==> src/rtl/instruction_fetch.sv <==
// Fetch stage: issues in-order reads at the current pc, buffers returned words
// with their address, and presents them to decode over a valid/ready handshake.
module instruction_fetch #(
  parameter int ADDR_WIDTH = 32,
  parameter int DATA_WIDTH = 32,
  parameter int FIFO_DEPTH = 2
) (
  input  logic                  clk,
  input  logic                  reset,
  input  logic [ADDR_WIDTH-1:0] pc,
  output logic                  pc_advance,
  input  logic                  flush,
  output logic                  imem_req,
  output logic [ADDR_WIDTH-1:0] imem_addr,
  input  logic                  imem_gnt,
  input  logic                  imem_rvalid,
  input  logic [DATA_WIDTH-1:0] imem_rdata,
  output logic                  inst_valid,
  input  logic                  inst_ready,
  output logic [DATA_WIDTH-1:0] inst_data,
  output logic [ADDR_WIDTH-1:0] inst_pc
);
  // Handshakes: a transfer happens on a cycle where both sides of the pair are
  // high (imem_req&&imem_gnt, inst_valid&&inst_ready); the offering side holds
  // its request and payload stable until that cycle, except imem_req on flush.
  localparam int PW = (FIFO_DEPTH > 1) ? $clog2(FIFO_DEPTH) : 1;
  localparam int CW = PW + 1;
  localparam int SW = CW + 2;

  logic [CW-1:0]         outstanding;
  logic [CW-1:0]         drop;
  logic [CW-1:0]         fifo_count;
  logic [PW-1:0]         tag_wptr;
  logic [PW-1:0]         tag_rptr;
  logic [PW-1:0]         fifo_wptr;
  logic [PW-1:0]         fifo_rptr;
  logic [ADDR_WIDTH-1:0] tag_mem  [FIFO_DEPTH];
  logic [DATA_WIDTH-1:0] data_mem [FIFO_DEPTH];
  logic [ADDR_WIDTH-1:0] pc_mem   [FIFO_DEPTH];
  logic                  grant;
  logic                  rsp_live;
  logic                  fifo_push;
  logic                  fifo_pop;
  logic [SW-1:0]         occupied;

  assign fifo_pop  = inst_valid && inst_ready;
  assign rsp_live  = imem_rvalid && (drop == '0);
  assign fifo_push = rsp_live && !flush;

  // Stale responses still owed by memory hold a slot; a slot freed by this
  // cycle's pop is reusable at once so a ready decoder sees one word per cycle.
  assign occupied = SW'(outstanding) + SW'(drop) + SW'(fifo_count) - SW'(fifo_pop);

  assign imem_req   = !reset && !flush && (occupied < SW'(FIFO_DEPTH));
  assign imem_addr  = pc;
  assign grant      = imem_req && imem_gnt;
  assign pc_advance = grant;

  assign inst_valid = (fifo_count != '0);
  assign inst_data  = data_mem[fifo_rptr];
  assign inst_pc    = pc_mem[fifo_rptr];

  // A flush turns everything in flight into responses to be discarded,
  // including one arriving in the flush cycle itself.
  always_ff @(posedge clk or posedge reset) begin
    if (reset) begin
      outstanding <= '0;
      drop        <= '0;
    end else if (flush) begin
      outstanding <= '0;
      drop        <= drop + outstanding - CW'(imem_rvalid);
    end else begin
      outstanding <= outstanding + CW'(grant) - CW'(rsp_live);
      if (imem_rvalid && (drop != '0)) drop <= drop - CW'(1);
    end
  end

  always_ff @(posedge clk or posedge reset) begin
    if (reset) begin
      tag_wptr <= '0;
      tag_rptr <= '0;
    end else if (flush) begin
      tag_wptr <= '0;
      tag_rptr <= '0;
    end else begin
      if (grant)    tag_wptr <= tag_wptr + PW'(1);
      if (rsp_live) tag_rptr <= tag_rptr + PW'(1);
    end
  end

  always_ff @(posedge clk) begin
    if (grant) tag_mem[tag_wptr] <= pc;
  end

  always_ff @(posedge clk or posedge reset) begin
    if (reset) begin
      fifo_wptr  <= '0;
      fifo_rptr  <= '0;
      fifo_count <= '0;
      for (int i = 0; i < FIFO_DEPTH; i++) begin
        data_mem[i] <= '0;
        pc_mem[i]   <= '0;
      end
    end else if (flush) begin
      fifo_wptr  <= '0;
      fifo_rptr  <= '0;
      fifo_count <= '0;
    end else begin
      if (fifo_push) begin
        data_mem[fifo_wptr] <= imem_rdata;
        pc_mem[fifo_wptr]   <= tag_mem[tag_rptr];
        fifo_wptr           <= fifo_wptr + PW'(1);
      end
      if (fifo_pop) fifo_rptr <= fifo_rptr + PW'(1);
      fifo_count <= fifo_count + CW'(fifo_push) - CW'(fifo_pop);
    end
  end
endmodule

==> config.mk <==
export PLATFORM = sky130hd
export DESIGN_NAME = instruction_fetch
export DESIGN_NICKNAME = d
export VERILOG_FILES = /design/src/rtl/instruction_fetch.sv
export SDC_FILE = /design/constraint.sdc
export NUM_CORES = 1
export LEC_CHECK = 0
export CAP_MARGIN = 40
export CORE_MARGIN = 5
export CORE_UTILIZATION = 52
export DETAILED_ROUTE_END_ITERATION = 7
export PLACE_DENSITY = 0.84
export SLEW_MARGIN = 0
export SYNTH_ARGS = -nofsm -noshare
export SYNTH_HDL_FRONTEND = slang
export SYNTH_SLANG_ARGS = --single-unit
==> constraint.sdc <==
create_clock -name clk -period 5.7 [get_ports clk]
set_input_delay 1.425 -clock clk [delete_from_list [all_inputs] [get_ports clk]]
set_output_delay 1.425 -clock clk [all_outputs]
set_load 0.01 [all_outputs]
-- Word level (Yosys, flattened, before mapping)
Memories as Yosys holds them, arrays and structs flattened.
Cells that the tools add are included.
- flip-flop bits (word level): 138
- RAM bits: 64
- bits of input ports: 70
- output and inout port bits: 99
- word-level logic and storage cells: 76
- memories: 1
- memories (memory ; depth ; bits a word ; rd ports ; clocked after memory_dff ; write ports ; line ; RTL):
    tag_mem ; 2 ; 32 ; 1 ; 0 ; 1 ; 37 ; logic [ADDR_WIDTH-1:0] tag_mem [FIFO_DEPTH];
- $add $sub $neg: 14
- order comparisons: 4
- mux-type cells: 24
- bitwise operators: 3
- reductions and logical operators: 19
- operator list (operator ; number):
    $mux 32 ; 7
    $bwmux 64 ; 2
    $demux 32 s1 ; 1
    $reduce_bool 2->1 ; 7
    $mux 1 ; 10
    $logic_and 1x1->1 ; 8
    $mux 2 ; 4
    $sub 2x1->2 ; 3
    $add 1x1->1 const B ; 4
    $add 2x1->2 ; 2
    $add 3x2->4 ; 1
    $ge 2x2->1 const B ; 2
    $lt 4x2->1 const B ; 1
    $not 1->2 ; 2
    $sub 4x1->4 ; 1
    $add 2x2->3 ; 1
    $add 2x2->2 ; 1
    $logic_not 1->1 ; 2
    $logic_not 2->1 ; 1
    $lt 2x1->1 const B ; 1
    $reduce_and 2->1 ; 1
    $sub 2x1->2 const B ; 1
    $not 1->1 ; 1

-- Depth between registers and ports, before layout
- word-level depth: 9
- gate-level depth with buffers: 12
- mapped depth without buffers: 12

-- Least setup slack after synthesis
OpenSTA, ideal clock, no wires.
- path kind: input to output
- from: in inst_ready
- to: out pc_advance
- arrival time: 3.469 ns
- data required time: 4.275 ns
- path slack: 0.806 ns
- cell stages on the path: 8
- path buffers: 0
- path through: o21a_1 > xnor2_1 > ha_1 > a21o_1 > ha_1 > fa_1 > or4_4 > nor3b_4
- cells in the longest elaborated chain, start to end: 5
- ends and longest elaborated chain (item ; line ; RTL):
    from (decl) ; 19 ; input logic inst_ready,
    $logic_and 1x1->1 ; 46 ; assign fifo_pop = inst_valid && inst_ready;
    $sub 4x1->4 ; 52 ; assign occupied = SW'(outstanding) + SW'(drop) + SW'(fifo_count) - SW'(fifo_pop);
    $lt 4x2->1 ; 54 ; assign imem_req = !reset && !flush && (occupied < SW'(FIFO_DEPTH));
    $logic_and 1x1->1 ; 54 ;
    $logic_and 1x1->1 ; 56 ; assign grant = imem_req && imem_gnt;
    to (decl) ; 11 ; output logic pc_advance,
Every way passes these cells.

-- Final worst setup path
- from: in inst_ready
- to: out imem_req
- cells in the longest elaborated chain, start to end: 4
- ends and longest elaborated chain (item ; line ; RTL):
    $logic_and 1x1->1 ; 46 ;
    $sub 4x1->4 ; 52 ;
    $lt 4x2->1 ; 54 ;
    $logic_and 1x1->1 ; 54 ;
    to (decl) ; 13 ; output logic imem_req,
Every way passes these cells.

==> run metrics <==
max-slew violations 0; Final period util 97.49%; row cnt 47; Critical Path Start Type input port; Hold/Removal Path Class reg -> reg; Hold Startpoint pc_mem[24]; hold depth 2; Layout area overhead 27.18%; post-layout power 0.005636 W; commonest non-fill, non-tap cells in the layout clkdlybuf4s50_1 (166), dfrtp_1 (136), mux2_2 (78), edfxtp_1 (64), mux2_1 (50); Multi-input gate area ~2800 sq um; WL met1 ~7.5 mm; Worst path slowest cell clkdlybuf4s50_1; WHS Endpoint pc_mem[24]; sequential fraction of the synthesis area 62.54%; initial antenna violation count 0; worst-path cell chain clkdlybuf4s50_1 -> o21a_1 -> xnor2_1 -> ha_1 -> a21o_1 -> ha_1 -> fa_1 -> or4_4 -> nor2_1 -> dlygate4sd2_1; power density cells a little over 500 nW/um^2; Slew @ Worst Pin 0.8368 ns; Worst Path Max Fanout 2; total track usage 18.52%; fillers 1,123; Comb power frac a little under two fifths; Internal 0.003948 W; Synthesized Nets 701; register area ~5400 sq um; Met2 Wirelength between 8 and 9 mm; cell leakage power 4.473 nW; Mapped Area 8594 sq um; Initial Utilization between 50 and 60%; I/O pins 169; max_slew headroom between 40% and 50%; Setup Skew 0.009274 ns; worst r2r src fifo_count[0]; maximum VDD drop 0.3905 mV; Die Y 138.6 um; Netlist cell types 31; flops & latches, synth a little over 200; flop2flop setup slack 1.98 ns; Avg Inst Size Synth 13.86 sq um; DP HPWL about 12 mm; number of remaining DRC errors 0; Reg clk slew, reported paths 0.06 ns; worst path bufs/invs 2; Reg power frac 39.5%; H-tree depth 1; Buffers on Ports 168; Setup crit end kind output port; max incr delay on CP 0.49 ns; most used cell, CP ha_1; most common cell after layout, fill and taps aside clkdlybuf4s50_1; status complete, no violations; routed wl met3 around 1.0 mm; Initial DRT Pass Iterations 4; drt initial violations 224; RSZ-0062 raised after global routing false; fmax 0.1800 GHz; switching power share of the total 29.95%; CP Class in -> out; CP delay by family, top adder cells; number of buffers created by CTS 20; worst-skew pair later-pin latency a little under 0.5 ns; diodes inserted 0; R2R depth 12; CTS sink cnt a little over 200; total number of vias ~5,200; total grt overflow 0; overall routed net length 17.77 mm; Switch Pwr roughly 0.0017 W; Chip Width 138.6 um; placer congestion estimate roughly 0.79; first-pass GRT wire length 29.35 mm; fin crit period around 5.6 ns; number of max-cap violations 0; Die Area 19,200 sq um; Setup crit start inst_ready; Critical Path RT 4.28 ns; CP arrival 4.13 ns; Final TNS setup 0 ns; number of global-route vias before repair slightly below 6,000; vias per inst 5.238; CTS Root Cell clkbuf_16; Bufs on Longest Clock Path 3; largest net degree at the start of global routing 92; Layout Nets 839; YS warnings 0; Final setup viols 0; CTS tree done; share of cells above drive strength 1 between 15 and 20%; clock power share 22.4%; antenna-violating nets left 0; Final Hold Viols 0; DR WL/cell 17.93 um; Core ar. around 16,000 sq um; highest metal used met4; Mapped Cells 620; Reg-to-Reg End tag_mem[1][25]
==> worst reg2reg max path: stages (launching register included) <==
cell     delay (ns)
dfrtp_1        0.41
or2_2          0.32
nand2_1        0.09
nor2_1         0.05
fa_1           0.47
inv_1          0.04
ha_1           0.20
fa_1           0.43
or4_4          0.45
nor3b_4        0.20
buf_4          0.16
and2_1         0.13
buf_4          0.39
==> power by group through the flow <==
stage	Combinational, W	Clock (W)	Sequential (W)
2_1_floorplan	0.00127	0	0.00213
3_3_place_gp	0.00205	0	0.00222
3_5_place_dp	0.00216	0	0.00226
4_1_cts	0.00218	0.00129	0.00223
5_1_grt	0.00234	0.00136	0.00228
6_report	0.00215	0.00126	0.00223
==> stage by stage <==
stage | instances | hold WS, ns | cell area (sq um) | util, % | setup WS, ns
floorplan | 620 | 0.4444 | 8594 | - | 0.5788
global placement | 954 | 0.4557 | 10250 | 62.46 | -0.1524
detailed placement | 956 | 0.4646 | 10300 | 62.75 | -0.2320
CTS | 991 | 0.4781 | 10930 | 66.64 | 0.01963
global route | 991 | 0.5002 | 10930 | 66.62 | 0.0004410
finish | 991 | 0.4727 | 10930 | 66.62 | 0.1429
==> worst max path at each step <==
stage | slack (ns) | depth (start not counted) | end
2_1_floorplan | 0.58 | 1 | data_mem[0]
3_3_place_gp | -0.15 | 10 | pc_advance
3_5_place_dp | -0.23 | 10 | pc_advance
4_1_cts | 0.02 | 10 | pc_advance
5_1_grt | 0.0004 | 10 | imem_req
6_report | 0.14 | 10 | imem_req
==> layout make-up <==
| cell class | count | share of cell area (%) |
|---|---|---|
| inverter | 11 | 0.4235 |
| multi-input combinational | 342 | 25.48 |
| sequential | 202 | 49.20 |
| timing repair buffer | 181 | 16.52 |
| tap | 220 | 2.518 |
| clock inverter | 1 | 0.04579 |
| clock buffer | 34 | 5.815 |
==> Yosys cell counts, drive strengths merged <==
master / instances / area [sq um]
nor2: 39 / 146.4
mux2: 128 / 1441
dfrtp: 138 / 3453
nand2b: 2 / 12.51
clkbuf: 9 / 33.78
nand4b: 1 / 8.760
nand3: 1 / 5.000
and4bb: 1 / 12.51
a21oi: 34 / 170.2
or4: 1 / 11.26
and2: 1 / 6.260
or2: 1 / 6.260
xor2: 6 / 52.55
o21a: 1 / 7.510
nor3b: 3 / 33.78
inv: 11 / 41.29
mux2i: 33 / 330.3
xnor2: 6 / 52.55
o21ai: 33 / 165.2
a211oi: 1 / 7.510
edfxtp: 64 / 1922
fa: 2 / 40.04
ha: 9 / 112.6
and2b: 1 / 7.510
nor2b: 2 / 12.51
nand2: 35 / 131.4
a21o: 1 / 7.510
buf: 56 / 362.9
==> cells by family (layout without fill, tap and decap cells) <==
logic type      count (synthesis)  count (layout)  synth area share, %
fa+ha+maj                      11              11                1.776
buf+inv                        76             227                5.095
flops                         202             202                62.54
mux                           161             161                20.61
simple gates                   88              88                4.586
xor+xnor                       12              12                1.223
compound gates                 70              70                4.164
==> per-layer routing <==
layer,global-route usage (%),vias to the layer above
li1,-,2419
met5,0,-
met3,4.000,25
met1,23.81,2580
met2,32.61,167
met4,3.900,0
==> repair_timing <==
| item | CTS | global route |
|---|---|---|
| gates resized for setup | 2 | 2 |
| endpoints found under the setup margin | 2 | 1 |
| hold buffers | 0 | 0 |
| setup buffers | 0 | 0 |
==> registers in the layout (all words and copies together) (netlist names), 2 cells and up <==
| signal | flops |
|---|---|
| data_mem | 64 |
| drop | 2 |
| fifo_count | 2 |
| outstanding | 2 |
| pc_mem | 64 |
| tag_mem | 64 |
(Power assumes the default switching activity.)
